<file path="src/rtl/bcd_tens_display_fsm_if.sv">
// bcd_tens_display_fsm_if: units-counter input and two-digit display output bundle.
interface bcd_tens_display_fsm_if;
  logic [3:0] units;
  logic       load;
  logic [3:0] tens;
  logic       wrap;
  logic [6:0] seg;
  logic [1:0] an;
  modport master (output units, load, input tens, wrap, seg, an);
  modport slave  (input units, load, output tens, wrap, seg, an);
endinterface

</file>
<file path="src/rtl/bcd_tens_display_fsm.sv">
// bcd_tens_display_fsm: derives a tens digit from units wrap-arounds and scans both digits onto a 7-segment display.
module bcd_tens_display_fsm #(
  parameter int SCAN_DIV = 4,
  parameter int TENS_MAX = 9
) (
  input logic                          clk,
  input logic                          res,
  bcd_tens_display_fsm_if.slave        bus
);
  typedef enum logic {SHOW_U, SHOW_T} state_t;
  localparam logic [3:0] TMAX = 4'(TENS_MAX);
  localparam logic [7:0] CMAX = 8'(SCAN_DIV - 1);
  state_t     r_state, w_state_nxt;
  logic [7:0] r_cnt, w_cnt_nxt;
  logic [3:0] r_units_q, r_tens, w_tens_nxt;
  logic       r_wrap, w_wrap_nxt;
  logic [6:0] r_seg, w_seg_nxt;
  logic [1:0] r_an, w_an_nxt;
  logic       w_carry, w_borrow, w_done;
  function automatic logic [6:0] decode(input logic [3:0] d);
    case (d)
      4'd0:    decode = 7'b0111111;
      4'd1:    decode = 7'b0000110;
      4'd2:    decode = 7'b1011011;
      4'd3:    decode = 7'b1001111;
      4'd4:    decode = 7'b1100110;
      4'd5:    decode = 7'b1101101;
      4'd6:    decode = 7'b1111101;
      4'd7:    decode = 7'b0000111;
      4'd8:    decode = 7'b1111111;
      4'd9:    decode = 7'b1101111;
      default: decode = 7'b1000000;
    endcase
  endfunction
  // Only an exact 9<->0 step of an unloaded counter moves the tens digit.
  always_comb begin
    w_carry    = !bus.load && r_units_q == 4'd9 && bus.units == 4'd0;
    w_borrow   = !bus.load && r_units_q == 4'd0 && bus.units == 4'd9;
    w_tens_nxt = w_carry  ? ((r_tens == TMAX) ? 4'd0 : r_tens + 4'd1) :
                 w_borrow ? ((r_tens == 4'd0) ? TMAX : r_tens - 4'd1) : r_tens;
    w_wrap_nxt = r_wrap | (w_carry && r_tens == TMAX) | (w_borrow && r_tens == 4'd0);
  end
  always_comb begin
    w_done      = r_cnt == CMAX;
    w_state_nxt = w_done ? ((r_state == SHOW_U) ? SHOW_T : SHOW_U) : r_state;
    w_cnt_nxt   = w_done ? 8'd0 : r_cnt + 8'd1;
    w_an_nxt    = (r_state == SHOW_U) ? 2'b10 : 2'b01;
    w_seg_nxt   = decode((r_state == SHOW_U) ? r_units_q : r_tens);
  end
  always_ff @(posedge clk or negedge res) begin
    if (!res) begin
      r_state <= SHOW_U;
      r_cnt   <= 8'd0;
    end else begin
      r_state <= w_state_nxt;
      r_cnt   <= w_cnt_nxt;
    end
  end
  always_ff @(posedge clk or negedge res) begin
    if (!res) begin
      r_units_q <= 4'd0;
      r_tens    <= 4'd0;
      r_wrap    <= 1'b0;
      r_seg     <= 7'b0111111;
      r_an      <= 2'b10;
    end else begin
      r_units_q <= bus.units;
      r_tens    <= w_tens_nxt;
      r_wrap    <= w_wrap_nxt;
      r_seg     <= w_seg_nxt;
      r_an      <= w_an_nxt;
    end
  end
  assign bus.tens = r_tens;
  assign bus.wrap = r_wrap;
  assign bus.seg  = r_seg;
  assign bus.an   = r_an;
endmodule
</file>
<file path="src/flat_wrapper.sv">
// flat-port wrapper written by rule: the top's interface ports become plain ports
module bcd_tens_display_fsm_flat 
#(
  parameter int SCAN_DIV = 4,
  parameter int TENS_MAX = 9
)
  (clk, res, bus_units, bus_load, bus_tens, bus_wrap, bus_seg, bus_an);
  bcd_tens_display_fsm_if bus_i ();
  input logic clk;
  input logic res;
  input wire logic [$bits(bus_i.units)-1:0] bus_units;
  input wire logic [$bits(bus_i.load)-1:0] bus_load;
  output wire logic [$bits(bus_i.tens)-1:0] bus_tens;
  output wire logic [$bits(bus_i.wrap)-1:0] bus_wrap;
  output wire logic [$bits(bus_i.seg)-1:0] bus_seg;
  output wire logic [$bits(bus_i.an)-1:0] bus_an;
  assign bus_i.units = bus_units;
  assign bus_i.load = bus_load;
  assign bus_tens = bus_i.tens;
  assign bus_wrap = bus_i.wrap;
  assign bus_seg = bus_i.seg;
  assign bus_an = bus_i.an;
  bcd_tens_display_fsm #(.SCAN_DIV(SCAN_DIV), .TENS_MAX(TENS_MAX)) u_core (.clk(clk), .res(res), .bus(bus_i));
endmodule
</file>
<file path="config.mk">
export PLATFORM = sky130hd
export DESIGN_NAME = bcd_tens_display_fsm_flat
export DESIGN_NICKNAME = d
export VERILOG_FILES = /design/src/rtl/bcd_tens_display_fsm_if.sv /design/src/rtl/bcd_tens_display_fsm.sv /design/src/flat_wrapper.sv
export SDC_FILE = /design/constraint.sdc
export NUM_CORES = 1
export LEC_CHECK = 0
export ABC_AREA = 1
export CORE_ASPECT_RATIO = 1.25
export CORE_MARGIN = 2
export CORE_UTILIZATION = 53
export CTS_CLUSTER_DIAMETER = 150
export DETAILED_ROUTE_END_ITERATION = 16
export GPL_TIMING_DRIVEN = 0
export PLACE_DENSITY_LB_ADDON = 0.3
export SLEW_MARGIN = 20
export SYNTH_ARGS = -nofsm -noshare
export SYNTH_HDL_FRONTEND = slang
export SYNTH_SLANG_ARGS = --single-unit
export TNS_END_PERCENT = 100
</file>
<file path="constraint.sdc">
create_clock -name clk -period 2.01 [get_ports clk]
set_input_delay 0.402 -clock clk [delete_from_list [all_inputs] [get_ports clk]]
set_output_delay 0.402 -clock clk [all_outputs]
set_load 0.02 [all_outputs]
</file>
## After elaboration in Yosys (flattened, before gate mapping)

Memories as Yosys holds them, arrays and structs flattened. A register that Yosys moved wholly into a read port is not among the register bits.
Cells that the tools add are included.

| cells by class | value |
|---|---|
| reductions and logical operators | 12 |
| muxes and demuxes | 8 |
| bitwise logic cells | 2 |
| eq/ne operators | 4 |
| add/sub/neg operators | 3 |

Operator list:

| kind | number |
|---|---|
| 2-to-1 mux 4 bit | 5 |
| == test 4 bit (second input constant) | 3 |
| logical NOT 4 bit | 3 |
| adder 8 x 1 -> 8 bit (second input constant) | 1 |
| == test 8 x 2 -> 1 bit (second input constant) | 1 |
| 2-to-1 mux 8 bit | 1 |
| logical AND 1 bit | 6 |
| adder 4 x 1 -> 4 bit (second input constant) | 1 |
| subtractor 4 x 1 -> 4 bit (second input constant) | 1 |
| logical NOT 1 bit | 2 |
| 2-to-1 mux 2 bit | 1 |
| OR 1 bit | 2 |
| nonzero test 2 bit | 1 |
| 2-to-1 mux 1 bit | 1 |

| word-level totals | value |
|---|---|
| memories kept | 1 |
| output and inout bits | 14 |
| memory bits (read-only) | 112 |
| register bits | 20 |

Memories:

| memory | words | bits a word | read ports | clocked after memory_dff | write ports | line | text |
|---|---|---|---|---|---|---|---|
| (no name shown) | 16 | 7 | 1 | 1 | 0 | bcd_tens_display_fsm.sv:21 | `case (d)` |

## Longest topological paths before layout

| depth | value |
|---|---|
| depth after elaboration | 6 |
| gate-level depth with buffers | 10 |
| gate-level depth less buffers | 10 |

## Least setup slack after synthesis

OpenSTA, ideal clock, no wires.

| path | value |
|---|---|
| kind | register to register |
| start point | register u_core.r_state |
| end point | register u_core.r_seg[5] (netlist: u_core.bus.seg[5]) |
| slack | 0.384 ns |
| data required time | 1.948 ns |
| library setup time | 0.062 ns |
| stages on the path, launching flop included | 8 |
| arrival time | 1.564 ns |
| period minus slack after synthesis | 1.626 ns |
| cell sequence | dfrtp_1 > o21ai_0 > inv_1 > ha_1 > or2_1 > nand2_1 > nand2_1 > nand2_1 |

| between the ends | value |
|---|---|
| cells in the longest elaborated chain, start to end | 1 |

RTL lines:

| element | line | text |
|---|---|---|
| start, declared | bcd_tens_display_fsm.sv:13 | `state_t r_state, w_state_nxt;` |
| start signal, assigned | bcd_tens_display_fsm.sv:55 | `r_state <= w_state_nxt;` |
| 2-to-1 mux 4 bit | bcd_tens_display_fsm.sv:48 | `w_seg_nxt = decode((r_state == SHOW_U) ? r_units_q : r_tens);` |
| end, declared | bcd_tens_display_fsm.sv:17 | `logic [6:0] r_seg, w_seg_nxt;` |

Every way passes these cells.
A chain may end at the register's enable or synchronous reset.

## Worst setup path after layout

| path | value |
|---|---|
| start point | register u_core.r_tens[1] (netlist: u_core.bus.tens[1]) |
| end point | output port bus_tens[1] |

RTL lines:

| element | line | text |
|---|---|---|
| start, declared | bcd_tens_display_fsm.sv:15 | `logic [3:0] r_units_q, r_tens, w_tens_nxt;` |
| start signal, assigned | bcd_tens_display_fsm.sv:68 | `r_tens <= w_tens_nxt;` |
| end, declared | flat_wrapper.sv:13 | `output wire logic [$bits(bus_i.tens)-1:0] bus_tens;` |

No word-level cell between the ends.

==> metrics.yaml <==
synthesis.area_per_instance_um2: 8.31
finalWeightedCongestion: 0.836
slew_violations: 0
layout_cell_share_with_drive_strength_beyond_1_pct: 9.90
clk-insertion-delay-late_ns: 0.32
yosysWarningCount: 0
resized_after_cts: 0
postLayoutCoreUtil_pct: 67.1
grt.overflow.total: 0
syn-num-nets: 182
worst_ep_required_time_ns: 1.61
multiInputGateArea_um2: 607
final-hold-violation-count: 0
ioPinCount: 21
syn-cell-area_um2: 1400
detail_route.drc_violations: 0
vias_post_dr: 1131
fillCellCount: 214
timing_worst_slew_pin_value_ns: 0.565
detail-route-antenna-nets: 0
cts_tree: "yes"
criticalPathCategory: "register to output pin"
starting_utilization_of_the_core_area_pct: 56.4
fp-row-count: 20
h_tree_lvls: 1
holdBufCountCts: 0
die_h_um: 61.4
insertedDiodeCount: 0
netlist-cell-type-count: 21
finClkSkew_ns: 0.00872
synthDominantAreaCellType: "sky130_fd_sc_hd__dfrtp_1"
track_usage_pct: 18.2
max_slew_margin_pct: 62.4
cts_buffer_depth: 2
cap_viol_max_count: 0
worst-path-max-fanout: 8
post-route-min-period_ns: 1.90
antenna_found_initial: 0
hold_path_class: "input pin to async pin"
slowest_library_cell_on_the_worst_path: "sky130_fd_sc_hd__clkdlybuf4s50_1"
clock_buffer_count_from_cts: 3
vias_per_cell: 5.03
worst_ir_drop_vdd_mv: 0.540
timing.critical_path.cells: "clkdlybuf4s50_1"
crit_path_start_kind: "register"
tritoncts_num_sinks: 27
path_clk_slew_ns: 0.15
finalSetupTns_ns: 0
fmaxAchievable_mhz: 527
number_of_buffers_inserted_to_repair_setup_after_cts: 0
detailedRoute.firstPassIterationCount: 4
ys_ff_latch: 27
dp_hpwl_um: 1850
setup_viol_count_final: 0
timing.critical_path.slowest_cell_delay_ns: 0.66
worst_ep_arrival_time_ns: 1.49
mostFrequentLayoutCell: "sky130_fd_sc_hd__nand2_1"
top_library_cells_by_usage_in_the_layout_fill_and_taps_aside: "sky130_fd_sc_hd__nand2_1, sky130_fd_sc_hd__inv_1, sky130_fd_sc_hd__dfrtp_1"
grt_pass1_vias: 1066
layout.area.seq_um2: 684
yosys-top-cells-area: "sky130_fd_sc_hd__dfrtp_1, sky130_fd_sc_hd__dfstp_2, sky130_fd_sc_hd__nand2_1"
outcome: "completed"
dieArea_um2: 3060
routed_wl_um: 2390
synth_top_area_share_pct: 35.8
drt-initial-drc-count: 29
synth_sequential_area_ratio_pct: 49.0
portBuffers: 20
power-per-cell-area_nw_per_um2: 645
fp.dieW_um: 49.9
grt_first_pass_wirelength_um: 4220
coreArea_um2: 2480
syn2layout_area_growth_pct: 19.1
grt_max_degree: 28
crit_family: "buffers and inverters"
fin_crit_sh_pct: 94.3
rsz0062_at_grt: "no"
post_drt_wl_per_cell_um: 10.6
cp_num_buf_inv: 1
final_nets: 207
netlist_instances: 168
ctsRootBufferMaster: "sky130_fd_sc_hd__clkbuf_4"
critical_path.endpoint_type: "output pin"
p_leak_nw: 0.851
## metal layers
| metal | vias up | global-route usage [%] | wire length, um |
|---|---|---|---|
| met1 | 515 | 19.1 | 943 |
| li1 | 570 | - | - |
| met4 | 0 | 12.3 | 68 |
| met5 | - | 0 | 0 |
| met2 | 40 | 34.1 | 1260 |
| met3 | 6 | 2.91 | 117 |
## registers in the layout, summed over array words and instances, names as in the netlist
name and flops:
u_core.bus.seg 7, u_core.bus.tens 4, u_core.r_units_q 4, u_core.bus.an 2, u_core.r_state 1, u_core.r_cnt 8
u_core.bus.wrap 1
## worst paths after layout
kind                                                startpoint                              to  slack, ns  cells past startpoint
worst max-delay path            u_core.bus.tens[1]$_DFFE_PN0P_                     bus_tens[1]       0.11                      1
worst min-delay path                                       res       u_core.r_cnt[0]$_DFF_PN0_       0.05                      1
worst max register to register      u_core.r_state$_DFFE_PN0N_     u_core.bus.seg[5]$_DFF_PN1_       0.28                      9
worst min register to register       u_core.r_cnt[0]$_DFF_PN0_       u_core.r_cnt[0]$_DFF_PN0_       0.48                      1
max in group asynchronous                                  res  u_core.bus.tens[2]$_DFFE_PN0P_       1.59                      1
min in group clk                     u_core.r_cnt[0]$_DFF_PN0_       u_core.r_cnt[0]$_DFF_PN0_       0.48                      1
## where the power goes
part	switching, mW	total (mW)	internal, mW
logic	0.134	0.230	0.0960
registers	0.0331	0.611	0.578
clock network	0.157	0.233	0.0760
total	0.324	1.07	0.750
## stage by stage
step / instance area [um^2] / power, mW / setup WS, ns / cells / hold WS, ns
2_1_floorplan: 1400 / 0.752 / 0.384 / 168 / 0.106
3_3_place_gp: 1640 / 0.838 / 0.237 / 221 / 0.448
3_5_place_dp: 1630 / 0.848 / 0.168 / 221 / 0.430
4_1_cts: 1660 / 1.08 / 0.108 / 225 / 0.0566
5_1_grt: 1660 / 1.14 / 0.0298 / 225 / 0.0651
6_report: 1660 / 1.07 / 0.114 / 225 / 0.0475
## cell families (layout without fill, tap and decap cells)
| logic type | count (synthesis) | in the layout | synth area share (%) |
|---|---|---|---|
| and+or+nand+nor | 86 | 86 | 27.2 |
| buffers and inverters | 28 | 52 | 7.53 |
| DFF | 27 | 27 | 49.0 |
| AOI/OAI and AO/OA | 12 | 12 | 5.02 |
| xor gates and xnor gates | 8 | 8 | 5.02 |
| adders and majority gates | 7 | 7 | 6.27 |
## area by class of cell
| cell class | instances | area share [%] |
|---|---|---|
| clock buffer | 3 | 1.35 |
| tap | 33 | 2.48 |
| timing repair buffer | 20 | 11.7 |
| clock inverter | 1 | 0.451 |
| inverter | 28 | 6.32 |
| sequential | 27 | 41.2 |
| multi-input combinational | 113 | 36.5 |
## synth_stat cells, drive strengths merged
cell    count
a21oi       1
dfrtp      20
dfstp       7
ha          7
inv        28
nand2      43
nand3      14
nand3b      1
nand4       3
nor2       19
nor3        4
o211ai      1
o21ai      10
or2         2
xnor2       1
xor2        7
Note: power is estimated with default switching activity, not from simulation.
